===== src/rtl/hub75_scan_scheduler.sv =====
`timescale 1ns/1ps
`default_nettype none
// ============================================================================
// Module   : hub75_scan_scheduler
// Brief    : HUB75 refresh sequencer - shift request, blank, latch, BCM on-time
// Revision : 1.0 - initial release
// ============================================================================
module hub75_scan_scheduler #(
    parameter int SCAN_RATE    = 32,
    parameter int PLANES       = 3,
    parameter int BASE_ON      = 16,
    parameter int BLANK_CYCLES = 2,
    parameter int LATCH_CYCLES = 2
) (
    input  logic                         clk_in,
    input  logic                         rst_in,
    input  logic                         enable_in,
    input  logic                         frame_start_in,
    output logic                         shift_req_out,
    output logic [$clog2(SCAN_RATE)-1:0] row_out,
    output logic [$clog2(PLANES)-1:0]    plane_out,
    input  logic                         shift_done_in,
    output logic [$clog2(SCAN_RATE)-1:0] addr_out,
    output logic                         latch_out,
    output logic                         oe_n_out,
    output logic                         frame_done_out
);
    localparam int RW   = $clog2(SCAN_RATE);
    localparam int PW   = $clog2(PLANES);
    localparam int TW   = $clog2(BASE_ON << (PLANES - 1)) + 1;
    localparam int CMAX = (BLANK_CYCLES > LATCH_CYCLES) ? BLANK_CYCLES : LATCH_CYCLES;
    localparam int CW   = (CMAX > 1) ? $clog2(CMAX) : 1;

    typedef enum logic [1:0] {
        IDLE  = 2'd0,
        SHIFT = 2'd1,
        BLANK = 2'd2,
        LATCH = 2'd3
    } state_t;

    state_t          state, state_nxt;
    logic [CW-1:0]   cnt, cnt_nxt;
    logic [TW-1:0]   timer, timer_nxt;
    logic            done_flag, done_nxt;
    logic            restart_flag, restart_nxt;
    logic [PW-1:0]   disp_plane, disp_nxt;
    logic [RW-1:0]   row_nxt, addr_nxt;
    logic [PW-1:0]   plane_nxt;
    logic            shift_req_nxt, latch_nxt, oe_n_nxt, frame_done_nxt;
    logic            restart_now, last_row, last_plane;

    assign restart_now = restart_flag | frame_start_in;
    assign last_row    = (row_out == RW'(SCAN_RATE - 1));
    assign last_plane  = (plane_out == PW'(PLANES - 1));

    always_comb begin
        state_nxt      = state;
        cnt_nxt        = cnt;
        timer_nxt      = (timer != '0) ? timer - TW'(1) : timer;
        done_nxt       = done_flag;
        restart_nxt    = restart_now;
        row_nxt        = row_out;
        plane_nxt      = plane_out;
        addr_nxt       = addr_out;
        disp_nxt       = disp_plane;
        frame_done_nxt = 1'b0;

        case (state)
            IDLE: begin
                if (frame_start_in) begin
                    row_nxt     = '0;
                    plane_nxt   = '0;
                    restart_nxt = 1'b0;
                end
                if (enable_in) begin
                    state_nxt = SHIFT;
                end
            end
            SHIFT: begin
                if (shift_done_in) begin
                    done_nxt = 1'b1;
                end
                // Wait for both the shifter and the previous plane's on-time.
                if ((done_flag || shift_done_in) && (timer == '0)) begin
                    state_nxt = BLANK;
                    cnt_nxt   = '0;
                end
            end
            BLANK: begin
                if (cnt == CW'(BLANK_CYCLES - 1)) begin
                    state_nxt = LATCH;
                    cnt_nxt   = '0;
                    addr_nxt  = row_out;
                    disp_nxt  = plane_out;
                end else begin
                    cnt_nxt = cnt + CW'(1);
                end
            end
            LATCH: begin
                if (cnt == CW'(LATCH_CYCLES - 1)) begin
                    cnt_nxt        = '0;
                    timer_nxt      = TW'(BASE_ON << disp_plane);
                    done_nxt       = 1'b0;
                    restart_nxt    = 1'b0;
                    frame_done_nxt = last_row && last_plane && !restart_now;
                    if (restart_now) begin
                        row_nxt   = '0;
                        plane_nxt = '0;
                    end else if (last_plane) begin
                        plane_nxt = '0;
                        row_nxt   = last_row ? '0 : row_out + RW'(1);
                    end else begin
                        plane_nxt = plane_out + PW'(1);
                    end
                    state_nxt = enable_in ? SHIFT : IDLE;
                end else begin
                    cnt_nxt = cnt + CW'(1);
                end
            end
            default: state_nxt = IDLE;
        endcase

        // Outputs are registered copies of what the next state implies.
        shift_req_nxt = (state_nxt == SHIFT) && !done_nxt;
        latch_nxt     = (state_nxt == LATCH);
        oe_n_nxt      = !((timer_nxt != '0) && (state_nxt != BLANK) && (state_nxt != LATCH));
    end

    always_ff @(posedge clk_in or negedge rst_in) begin
        if (!rst_in) begin
            state          <= IDLE;
            cnt            <= '0;
            timer          <= '0;
            done_flag      <= 1'b0;
            restart_flag   <= 1'b0;
            disp_plane     <= '0;
            row_out        <= '0;
            plane_out      <= '0;
            addr_out       <= '0;
            shift_req_out  <= 1'b0;
            latch_out      <= 1'b0;
            oe_n_out       <= 1'b1;
            frame_done_out <= 1'b0;
        end else begin
            state          <= state_nxt;
            cnt            <= cnt_nxt;
            timer          <= timer_nxt;
            done_flag      <= done_nxt;
            restart_flag   <= restart_nxt;
            disp_plane     <= disp_nxt;
            row_out        <= row_nxt;
            plane_out      <= plane_nxt;
            addr_out       <= addr_nxt;
            shift_req_out  <= shift_req_nxt;
            latch_out      <= latch_nxt;
            oe_n_out       <= oe_n_nxt;
            frame_done_out <= frame_done_nxt;
        end
    end

endmodule
`default_nettype wire


===== config.mk =====
export PLATFORM = sky130hd
export DESIGN_NAME = hub75_scan_scheduler
export DESIGN_NICKNAME = d
export VERILOG_FILES = /design/src/rtl/hub75_scan_scheduler.sv
export SDC_FILE = /design/constraint.sdc
export NUM_CORES = 1
export LEC_CHECK = 0
export CAP_MARGIN = 20
export CORE_ASPECT_RATIO = 1.2
export CORE_MARGIN = 3
export CORE_UTILIZATION = 50
export CTS_CLUSTER_DIAMETER = 30
export CTS_CLUSTER_SIZE = 24
export DETAILED_ROUTE_END_ITERATION = 16
export PLACE_DENSITY = 0.82
export SLEW_MARGIN = 40
export SYNTH_ARGS = -nofsm -noshare
export SYNTH_HDL_FRONTEND = slang
export SYNTH_SLANG_ARGS = --single-unit

===== constraint.sdc =====
create_clock -name clk_in -period 2.3 [get_ports clk_in]
set_clock_uncertainty 0.05 [all_clocks]
set_input_delay 0.69 -clock clk_in [delete_from_list [all_inputs] [get_ports clk_in]]
set_output_delay 0.69 -clock clk_in [all_outputs]
set_load 0.01 [all_outputs]

## Word level (Yosys, flattened, before mapping)

Index checks and enable logic that the tools add are counted.

- Word-level logic and storage cells: 84
- Bits in registers: 30

- Mux-type cells: 31
- Equality and inequality tests: 13
- Add/sub/neg operators: 4
- Shifts and indexed selects: 1
- Reductions and logical operators: 21
- Bitwise logic cells: 1

Operators with widths:

| operator | count |
|---|---|
| 5-bit two-way mux | 5 |
| 7-bit two-way mux | 3 |
| 2-bit two-way mux | 8 |
| 7-bit nonzero test | 2 |
| 2-bit != test, second input constant | 5 |
| 5-bit one-hot mux with 2 select lines | 1 |
| 1-bit two-way mux | 9 |
| 2-bit == test, second input constant | 4 |
| 2-bit one-hot mux with 4 select lines | 1 |
| 7-bit logical NOT | 1 |
| 5-bit by 2-bit left shift with 7-bit output, first input constant | 1 |
| 7-bit by 1-bit subtractor with 7-bit output, second input constant | 1 |
| 1-bit logical AND | 6 |
| 1-bit one-hot mux with 2 select lines | 3 |
| 5-bit by 1-bit adder with 5-bit output, second input constant | 1 |
| 5-bit == test, second input constant | 1 |
| 2-bit by 1-bit == test with 1-bit output, second input constant | 2 |
| 2-bit one-hot mux with 2 select lines | 1 |
| 2-bit AND reduction | 2 |
| 4-bit AND reduction | 1 |
| 2-bit nonzero test | 2 |
| 1-bit logical NOT | 3 |
| 3-bit != test, second input constant | 1 |
| 3-bit AND reduction | 1 |
| other kinds (6) | 6 |

## Logic depth before layout (Yosys ltp)

Gate-level depths: netlist (run 1).

- Depth after elaboration: 8
- Mapped depth: 7
- Depth with buffers taken out: 7

## Least setup slack after synthesis (run 1)

Ideal clock, no wire load.

- Kind: input to register
- From: in frame_start_in
- To: reg row_out[3]
- Path slack: 0.515 ns
- Setup time: 0.125 ns
- Data arrival time: 1.610 ns
- Cell stages on the path: 5
- Cells stage by stage: or3b_4 > o2111ai_4 > nor3_1 > a21oi_1 > o31ai_1

- Longest elaborated chain between the ends: 4
- Elaborated cells between the ends (all ways): 7
- Classes of those cells: eq/ne (2); mux (3); bitwise (1); reduce/logical (1)

RTL lines:

| element | RTL line | text |
|---|---|---|
| start, declared | 18 | `input logic frame_start_in,` |
| 1-bit bitwise OR | 52 | `assign restart_now = restart_flag \| frame_start_in;` |
| 5-bit two-way mux | 106 | `if (restart_now) begin` |
| 5-bit two-way mux | 100 | `if (cnt == CW'(LATCH_CYCLES - 1)) begin` |
| 5-bit one-hot mux with 2 select lines | 68 | `case (state)` |
| end signal, assigned | 151 | `row_out <= row_nxt;` |
| end, declared | 20 | `output logic [$clog2(SCAN_RATE)-1:0] row_out,` |

Parallel ways exist; a longest one is shown, timed or not. The select of a mux whose other input is x is not followed.
A chain may end at the register's enable or synchronous reset.

## Worst setup path in the final report (run 1)

- From: reg oe_n_out
- To: out oe_n_out

RTL lines:

| element | RTL line | text |
|---|---|---|
| start, declared | 25 | `output logic oe_n_out,` |
| start signal, assigned | 156 | `oe_n_out <= oe_n_nxt;` |

No word-level cell between the ends.

==> summary.md, run 1 <==
| Metric | Value |
|---|---|
| Ratio of routed vias to standard cells | 5.659 |
| WL/cell | 14.26 um |
| Leakage power total | 0.8722 nW |
| Post-route DRC | 0 |
| Start-to-end type of the worst setup path | flop to primary output |
| First-pass GRT wire length | 5333 um |
| R2R cell count | 6 |
| Kind of start point of the critical path | flop |
| Ratio of cells with drive above 1 in the final layout | 0.1722 |
| Final Max Slew Viols | 0 |
| Post-route fraction of the period consumed by the critical path | 0.9172 |
| Count of input and output buffers | 20 |
| Fraction of post-synthesis cell area in the top cell type by area | 0.4542 |
| Post-placement cell area | 0.001853 mm2 |
| PwrDens | 992.1 mW/mm2 |
| Number of warnings printed during yosys synthesis | 0 |
| Proportion of synthesized chip area in sequential cells | 0.4706 |
| Data arrival, critical path | 1.37 ns |
| Synthesis-to-layout area growth | 22.94% |
| Maximum vdd ir drop | 1.036 mV |
| Synth area leaders | dfrtp_1 45%, ha_1 6.3%, mux2_2 4.9% |
| Number of antenna violations at the first check in global routing | 0 |
| Synthesis-stage register bit count | 30 |
| Count of cells along the worst hold path | 1 |
| Total overflow reported by the global router | 0 |
| Estimated wirelength of the detail-placed design | 2291 um |
| Routed Wire Length | around 3000 um |
| Latest clock arrival within the worst-skew pair | 0.32 ns |
| Worst-Margin Slew | 0.4024 ns |
| Count of nets after finishing | 192 |
| CP Buf/Inv Count | 1 |
| CTS HTree Levels | 2 |
| Maximum number of pins on one net before global-route repair | 31 |
| Via count | 1211 |
| Post-synth EDFFs | 0 |
| Routability congestion estimate | 0.8740 |
| Register area | 752.0 um2 |
| Antenna violation net count after detailed routing | 0 |
| Ports placed on the boundary | 21 |
| Final Util | 0.6735 |
| Number of buffers added for setup after CTS | 0 |
| Via count of the first global-routing pass | ~1.3k |
| Result of the run | finished, final reports clean |
| Highest Clock Rate | approximately 0.47 GHz |
| Initial DRT Pass Iterations | 4 |
| Clock buffers created by TritonCTS | 5 |
| Number of hold violations in the final report | 0 |
| Netlist area before placement | 0.001598 mm2 |
| Prevailing post-synth register cell | dfrtp_1 |
| Cell breakdown of the critical path | clkdlybuf4s50_1 |
| Placeable Area | 0.002917 mm2 |
| Area of the die | 0.003913 mm2 |
| Row count | 21 |
| CP max stage delay | ~0.53 ns |
| Post-placement setup slack | 0.01741 ns |
| Mean area per synthesized cell | 10.58 um2 |
| Number of cells produced by synthesis | 151 |
| Endpoint kind of the worst setup timing path | primary output |
| Fraction of registers with async set/reset | 1.000 |
| Yosys cell types | 47 |
| CP max stage cell | dfstp_2 |
| Starting density of the core | 0.5478 |
| Largest area contributor in the synthesized netlist | dfrtp_1 |
| X dimension of the die | 57.61 um |
| Post-route minimum period | about 2.1 ns |
| Req. time, crit path | 1.56 ns |
| Area of the multi-input gates | 805.8 um2 |
| Cell class contributing the biggest share of worst-path delay | flip-flops |
| Number of violations reported at the end of detailed-routing iteration 0 | 30 |
| Quantity of hold-fixing buffers added after cts | 0 |
| TritonCTS clock tree | built |
| Non-filler cells in the finished layout | 214 |
| Final Setup Violations | 0 |
| FILL cells | 219 |
| Cell at the root of the clock tree | clkbuf_4 |
| Summed negative setup slack over all endpoints | 0 ns |
| Crit. path cell count | 1 |
| Number of nets produced by synthesis | 164 |
| Clock-pin slew on the worst setup and hold paths | 0.10 ns |
| Vertical extent of the die | approximately 68 um |
| Setup repair after global routing missed its margin | no |
| Cell count after placement | 206 |
| Post-route cell area | between 0.0015 and 0.002 mm2 |
| Resized Gates After CTS | 0 |
| Ant diodes | 0 |
| # clock sinks | 30 |
| Worst setup margin | 0.1905 ns |
| Maximum Capacitance Violations | 0 |
| Maximum net fanout on the critical path | 1 |
| Class of the tightest hold or removal check | flop to flop |
| Clock buffer depth | 2 |
| Total Routing Usage GR | 0.1779 |
| Worst-case headroom to the max-slew limit | 0.7313 |
-- per-layer routing --
layer | share of wire | vias to the layer above | global-route usage | routed length, um
li1 | - | 592 | - | -
met1 | 0.44 | 592 | 0.2022 | 1356
met2 | 0.51 | 21 | 0.3164 | 1552
met3 | 0.033 | 6 | 0.04151 | 102
met4 | 0.013 | 0 | 0.08116 | 41
met5 | 0 | - | 0 | 0
-- final cells by class --
type / count / share of cell area
multi-input combinational: 112 / 0.4102
sequential: 30 / 0.3828
timing repair buffer: 24 / 0.1172
clock inverter: 2 / 0.03057
clock buffer: 6 / 0.02611
tap: 34 / 0.02166
inverter: 6 / 0.01146
-- Yosys cell counts, types with 2 or more instances --
master,instances
ha_1,8
nand3_1,2
nor3_1,5
o31ai_1,3
nand2b_1,5
dfrtp_1,29
xnor2_1,4
nand2_1,19
nor4_1,2
nor2b_1,3
o21ai_1,4
or3_1,2
a211oi_1,2
mux2_2,7
nor2_1,10
a21oi_1,4
o21ai_0,7
inv_1,6
-- worst paths after layout --
path                             start     endpoint  slack [ns]
max                           oe_n_out     oe_n_out        0.19
min                        addr_out[1]  addr_out[1]        0.46
max reg2reg                   state[0]   row_out[1]        0.33
min reg2reg                addr_out[1]  addr_out[1]        0.46
max in group asynchronous       rst_in     oe_n_out        1.20
min in group asynchronous       rst_in     timer[3]        0.69
-- state kept, by name, indices dropped and copies added (netlist names), 2 cells and up --
| name | count |
|---|---|
| disp_plane | 2 |
| addr_out | 5 |
| state | 2 |
| plane_out | 2 |
| row_out | 5 |
| timer | 7 |
-- cells by family after synthesis --
kind of cell	Yosys count	synth area share
multiplexers	7	0.04934
buffers and inverters	9	0.02505
flip-flops	30	0.4706
XOR/XNOR	5	0.02741
adder cells (fa/ha/maj)	8	0.06265
AND/OR/NAND/NOR	61	0.2107
AO/OA/AOI/OAI	31	0.1543
-- power breakdown --
part           internal, mW  switching (mW)
combinational         0.305           0.335
clock                 0.368           0.182
sequential            0.626           0.133
-- placed cells by master, fill, tap and decap left out, types with 2 or more instances in the layout --
cell | Yosys | routed
a211oi_1 | 2 | 2
a21oi_1 | 4 | 4
buf_4 | 1 | 4
bufinv_16 | 0 | 2
clkbuf_4 | 0 | 5
clkdlybuf4s50_1 | 0 | 20
dfrtp_1 | 29 | 29
ha_1 | 8 | 8
inv_1 | 6 | 6
mux2_2 | 7 | 7
nand2_1 | 19 | 19
nand2b_1 | 5 | 5
nand3_1 | 2 | 2
nor2_1 | 10 | 10
nor2b_1 | 3 | 3
nor3_1 | 5 | 5
nor4_1 | 2 | 2
o21ai_0 | 7 | 7
o21ai_1 | 4 | 4
o31ai_1 | 3 | 3
or3_1 | 2 | 2
xnor2_1 | 4 | 4
-- through the flow --
step           hold WS [ns]  total power, mW
3_5_place_dp         0.4454            1.404
5_1_grt              0.4826            2.082
6_report             0.4646            1.949
3_3_place_gp         0.4381            1.367
2_1_floorplan        0.3444            1.256
4_1_cts              0.4595            1.962
No activity file was read; power rests on OpenSTA's default activity.
==> run 2, diff against run 1 <==
--- a/config.mk
+++ b/config.mk
@@ -13,6 +13,7 @@
 export CTS_CLUSTER_SIZE = 24
 export DETAILED_ROUTE_END_ITERATION = 16
 export PLACE_DENSITY = 0.82
+export SETUP_SLACK_MARGIN = 0.3
 export SLEW_MARGIN = 40
 export SYNTH_ARGS = -nofsm -noshare
 export SYNTH_HDL_FRONTEND = slang
==> run 2 against run 1 <==
  * Sequential power is essentially flat
  * Non-clock buffer count rose by 8
  * Sequential share of layout area down 1.6 points
  * Via count grew 2.1%
  * Highest routed layer unchanged
  * Critical endpoint is now row_out[3]
  * Largest cell class unchanged
  * Utilization rose by 3.0 points
  * Power rose by 0.82%
  * Global-route usage rose by 0.64 points
  * First-iteration DRC count shrank 3.3%
==> summary.md, run 2 (synthesized netlist as in run 1, its figures left out) <==
| Metric | Value |
|---|---|
| Count of nets after finishing | 200 |
| Vertical extent of the die | 67.93 um |
| Data arrival, critical path | 2.13 ns |
| Maximum number of pins on one net before global-route repair | 31 |
| Count of input and output buffers | 20 |
| R2R cell count | 6 |
| Total Routing Usage GR | 0.1844 |
| Leakage power total | 1.105 nW |
| TritonCTS clock tree | built |
| Final Setup Violations | 0 |
| Post-placement cell area | between 0.0015 and 0.002 mm2 |
| Latest clock arrival within the worst-skew pair | 0.33 ns |
| Cell count after placement | 206 |
| Maximum Capacitance Violations | 0 |
| Non-filler cells in the finished layout | 222 |
| # clock sinks | 30 |
| Top register by number of flip-flops | timer |
| Class of the tightest hold or removal check | flop to flop |
| Req. time, crit path | 2.47 ns |
| Hold_ws | approximately 0.46 ns |
| Slack of the worst reg-to-reg path | 0.39 ns |
| Area of the multi-input gates | 808.3 um2 |
| Post-route fraction of the period consumed by the critical path | 0.8523 |
| Count of cells along the worst hold path | 1 |
| Power share of the sequential group | 0.385 |
| Cell at the root of the clock tree | clkbuf_4 |
| Switching share of power | 0.3336 |
| Result of the run | finished, final reports clean |
| Routability congestion estimate | 0.8740 |
| Routed Wire Length | around 3200 um |
| Internal power | 1.309 mW |
| Kind of start point of the critical path | primary input |
| Power dissipated by switching net loads | 655.4 uW |
| Clk pwr share | 0.281 |
| Most frequent cells in the layout | 29 x dfrtp_1, 19 x nand2_1, 12 x buf_4, 10 x nor2_1, 10 x dlymetal6s2s_1 |
| Clock buffers created by TritonCTS | 5 |
| Final Max Slew Viols | 0 |
| Post-placement setup slack | 0.01741 ns |
| Maximum net fanout on the critical path | 5 |
| FILL cells | between 200 and 250 |
| Ratio of routed vias to standard cells | approximately 5.6 |
| Placeable Area | slightly below 0.003 mm2 |
| Portion of total power attributed to combinational logic | 0.333 |
| Via count | 1237 |
| Highest Clock Rate | 0.5101 GHz |
| Maximum vdd ir drop | 1.036 mV |
| Critical path origin | frame_start_in |
| End of the critical path | row_out[3] |
| Number of flip-flops in the largest register | 7 |
| Summed negative setup slack over all endpoints | 0 ns |
| Start-to-end type of the worst setup path | primary input to flop |
| Number of hold violations in the final report | 0 |
| Endpoint kind of the worst setup timing path | flop |
| Post-route minimum period | 1.960 ns |
| CTS HTree Levels | 2 |
| Area of the die | approximately 0.0039 mm2 |
| Endpoint of the lowest-slack register-to-register path | row_out[3] |
| Registers with the most flip-flops | timer: 7 flops, addr_out: 5 flops, row_out: 5 flops |
| Worst-case headroom to the max-slew limit | 0.7316 |
| Total overflow reported by the global router | 0 |
| Synthesis-to-layout area growth | 28.35% |
| Ratio of cells with drive above 1 in the final layout | 0.2128 |
| Clock buffer depth | 2 |
| Number of antenna violations at the first check in global routing | 0 |
| Worst-Margin Slew | 0.4020 ns |
| First-pass GRT wire length | 5520 um |
| WL/cell | 14.45 um |
| Initial DRT Pass Iterations | 5 |
| Worst reg2reg path startpoint | state[0] |
| Post-route DRC | 0 |
| X dimension of the die | about 58 um |
| Antenna violation net count after detailed routing | 0 |
| Number of violations reported at the end of detailed-routing iteration 0 | 29 |
| PwrDens | 958.1 mW/mm2 |
| Worst setup margin | 0.3396 ns |
| Ports placed on the boundary | 21 |
| Setup repair after global routing missed its margin | yes |
| Clock-pin slew on the worst setup and hold paths | 0.10 ns |
| Ant diodes | 0 |
| Quantity of hold-fixing buffers added after cts | 0 |
| Row count | 21 |
| Total power after layout | 1.965 mW |
| Register area | between 700 and 800 um2 |
| Final Util | 0.7031 |
| Post-route cell area | 0.002051 mm2 |
| Estimated wirelength of the detail-placed design | roughly 2300 um |
| Most common cell after layout, fill and taps aside | dfrtp_1 |
| Via count of the first global-routing pass | 1296 |
| Starting density of the core | 0.5478 |
run 2: changes by cell type in the layout (fill, tap and decap cells not counted):
| cell | before | now |
|---|---|---|
| buf_4 | 4 | 12 |
| ha_2 | 0 | 1 |
| ha_1 | 8 | 7 |
| clkdlybuf4s50_1 | 20 | 9 |
| dlymetal6s2s_1 | 0 | 10 |
| dlygate4sd2_1 | 0 | 1 |
run 2: what timing repair did:
action	4_1_cts	5_1_grt
resized for setup	1	11
pin swaps	0	2
setup buffers	7	1
setup endpoints to repair	8	16
run 2: per-layer routing:
| metal | up-vias | share of wire | GRT usage | wire, um |
|---|---|---|---|---|
| met3 | 4 | 0.049 | 0.04151 | 157 |
| met2 | 27 | 0.50 | 0.3347 | 1597 |
| li1 | 612 | - | - | - |
| met5 | - | 0 | 0 | 0 |
| met4 | 0 | 0.012 | 0.08116 | 40 |
| met1 | 594 | 0.44 | 0.2058 | 1412 |
run 2: worst min path at each step:
| stage | start | endpoint |
|---|---|---|
| after floorplan | rst_in | addr_out[0] |
| after global placement | addr_out[1] | addr_out[1] |
| after detailed placement | addr_out[3] | addr_out[3] |
| after CTS | restart_flag | frame_done_out |
| after global routing | restart_flag | frame_done_out |
| final | restart_flag | frame_done_out |
run 2: power by group through the flow:
stage	logic (mW)	registers [mW]	clock network [mW]
3_3_place_gp	0.605	0.763	0
2_1_floorplan	0.533	0.723	0
4_1_cts	0.642	0.756	0.561
6_report	0.655	0.757	0.553
3_5_place_dp	0.637	0.767	0
5_1_grt	0.738	0.774	0.584
run 2: critical path, stage by stage:
cell             delay, ns
clkdlybuf4s50_1       0.44
or3b_4                0.42
o2111ai_4             0.26
nor3_1                0.08
a21oi_1               0.15
o31ai_1               0.09
run 2: final cells by class:
cell class / instances / area share
inverter: 6 / 0.01098
clock buffer: 6 / 0.02502
sequential: 30 / 0.3667
timing repair buffer: 32 / 0.1531
tap: 34 / 0.02074
multi-input combinational: 112 / 0.3941
clock inverter: 2 / 0.02929
==> run 3, diff against run 2 <==
--- a/config.mk
+++ b/config.mk
@@ -6,14 +6,12 @@
 export NUM_CORES = 1
 export LEC_CHECK = 0
 export CAP_MARGIN = 20
-export CORE_ASPECT_RATIO = 1.2
 export CORE_MARGIN = 3
 export CORE_UTILIZATION = 50
 export CTS_CLUSTER_DIAMETER = 30
 export CTS_CLUSTER_SIZE = 24
 export DETAILED_ROUTE_END_ITERATION = 16
 export PLACE_DENSITY = 0.82
-export SETUP_SLACK_MARGIN = 0.3
 export SLEW_MARGIN = 40
 export SYNTH_ARGS = -nofsm -noshare
 export SYNTH_HDL_FRONTEND = slang
==> run 3 against run 2 <==
  * Clock power decreased by 42%
  * Critical path depth decreased by 5
  * Routed wire length decreased by 3.0%
  * Design area decreased by 5.9%
  * Setup slack got worse by 0.14 ns
  * Die area about the same
  * Largest cell class unchanged
  * Sequential power about the same
  * Maximum frequency decreased by 6.6%
==> summary.md, run 3 (synthesized netlist as in run 1, its figures left out) <==
| Metric | Value |
|---|---|
| Non-filler cells in the finished layout | 223 |
| Highest Clock Rate | 0.4767 GHz |
| Vertical extent of the die | 62.53 um |
| Final Max Slew Viols | 0 |
| CP max stage delay | 0.58 ns |
| End point of the worst hold path | frame_done_out |
| Maximum number of pins on one net before global-route repair | 31 |
| Cell breakdown of the critical path | clkdlybuf4s50_1 |
| Ant diodes | 0 |
| First-pass GRT wire length | 5623 um |
| Leakage power total | about 0.85 nW |
| Placeable Area | 0.002900 mm2 |
| Worst-Margin Slew | 0.4536 ns |
| Row count | 19 |
| Post-route minimum period | 2.098 ns |
| Ratio of cells with drive above 1 in the final layout | 0.1713 |
| Class of the tightest hold or removal check | flop to flop |
| TritonCTS clock tree | built |
| Req. time, crit path | 1.56 ns |
| Most common cell after layout, fill and taps aside | dfrtp_1 |
| WL/cell | ~14 um |
| CP max stage cell | clkdlybuf4s50_1 |
| Post-placement cell area | 0.001871 mm2 |
| Post-route DRC | 0 |
| Final Setup Violations | 0 |
| Total Routing Usage GR | 0.1795 |
| Maximum Capacitance Violations | 0 |
| Quantity of hold-fixing buffers added after cts | 0 |
| Cell at the root of the clock tree | clkbuf_4 |
| Maximum net fanout on the critical path | 6 |
| Resized Gates After CTS | 0 |
| X dimension of the die | 62.53 um |
| Register area | 752.0 um2 |
| Data arrival, critical path | 1.36 ns |
| Synthesis-to-layout area growth | 20.83% |
| Number of antenna violations at the first check in global routing | 0 |
| Post-route cell area | 0.001931 mm2 |
| Routability congestion estimate | 0.8313 |
| Endpoint of the lowest-slack register-to-register path | row_out[3] |
| PwrDens | 894.2 mW/mm2 |
| Number of hold violations in the final report | 0 |
| HP Start | restart_flag |
| Post-route fraction of the period consumed by the critical path | 0.9122 |
| Starting density of the core | 0.5509 |
| Ratio of routed vias to standard cells | 5.426 |
| R2R cell count | 6 |
| Clock buffers created by TritonCTS | 5 |
| Area of the die | 0.003910 mm2 |
| Clock buffer depth | 2 |
| Cell count after placement | 215 |
| Cell class contributing the biggest share of worst-path delay | buffers and inverters |
| Number of violations reported at the end of detailed-routing iteration 0 | 42 |
| Routed Wire Length | 3111 um |
| Via count | ~1.2k |
| Count of cells along the worst hold path | 1 |
| Latest clock arrival within the worst-skew pair | 0.33 ns |
| CTS HTree Levels | 2 |
| Antenna violation net count after detailed routing | 0 |
| Total overflow reported by the global router | 0 |
| Ports placed on the boundary | 21 |
| Most frequent cells in the layout | 29 x dfrtp_1, 20 x clkdlybuf4s50_1, 19 x nand2_1, 10 x nor2_1, 8 x ha_1 |
| Registers with the most flip-flops | timer: 7 flops, addr_out: 5 flops, row_out: 5 flops |
| CP Buf/Inv Count | 1 |
| Start-to-end type of the worst setup path | flop to primary output |
| Estimated wirelength of the detail-placed design | 2392 um |
| Summed negative setup slack over all endpoints | 0 ns |
| Worst reg2reg path startpoint | state[0] |
| Kind of start point of the critical path | flop |
| Top register by number of flip-flops | timer |
| Endpoint kind of the worst setup timing path | primary output |
| Clock-pin slew on the worst setup and hold paths | around 0.090 ns |
| Via count of the first global-routing pass | roughly 1.2k |
| Number of buffers added for setup after CTS | 0 |
| Area of the multi-input gates | 805.8 um2 |
| FILL cells | 232 |
| Number of flip-flops in the largest register | 7 |
| Worst-case headroom to the max-slew limit | 0.6971 |
| Initial DRT Pass Iterations | 4 |
| Slack of the worst reg-to-reg path | 0.33 ns |
| Setup repair after global routing missed its margin | no |
| Result of the run | finished, final reports clean |
| Maximum vdd ir drop | 0.6273 mV |
| # clock sinks | 30 |
| Count of nets after finishing | 193 |
| Count of input and output buffers | 20 |
-- run 3: report_power, final --
part,switching (mW),internal [mW]
Combinational,0.335,0.313
Clock,0.171,0.148
Sequential,0.133,0.626
Total,0.639,1.09
-- run 3: worst max path at each step --
stage,start,end,slack (ns),cells after the start
6_report,row_out[0],row_out[0],0.20,1
5_1_grt,row_out[3],row_out[3],0.12,1
4_1_cts,oe_n_out,oe_n_out,0.19,1
3_5_place_dp,frame_start_in,row_out[3],0.01,6
3_3_place_gp,frame_start_in,row_out[3],0.07,6
2_1_floorplan,frame_start_in,row_out[3],0.51,5
-- run 3: per-stage QoR --
stage,power (mW),hold slack [ns],setup WS [ns],util
global route,1.872,0.4829,0.1217,0.6657
finish,1.726,0.4638,0.2020,0.6657
CTS,1.737,0.4620,0.1902,0.6657
floorplan,1.256,0.3444,0.5147,-
global placement,1.379,0.4372,0.07399,0.6450
detailed placement,1.418,0.4477,0.01057,0.6450
-- run 3: final cells by class --
class / count / share of cell area
Multi-Input combinational cell: 112 / 0.4174
Sequential cell: 30 / 0.3895
Timing Repair Buffer: 25 / 0.1231
Clock buffer: 7 / 0.02852
Tap cell: 42 / 0.02722
Inverter: 6 / 0.01167
Clock inverter: 1 / 0.002592
-- run 3: routing by layer --
layer / share of wire / wire length [um] / up-vias / global-route usage
met1: 0.46 / 1446 / 581 / 0.2277
met5: 0 / 0 / - / 0
met2: 0.49 / 1527 / 22 / 0.2916
li1: - / - / 604 / -
met4: 0.0093 / 29 / 0 / 0.05510
met3: 0.035 / 108 / 3 / 0.05755
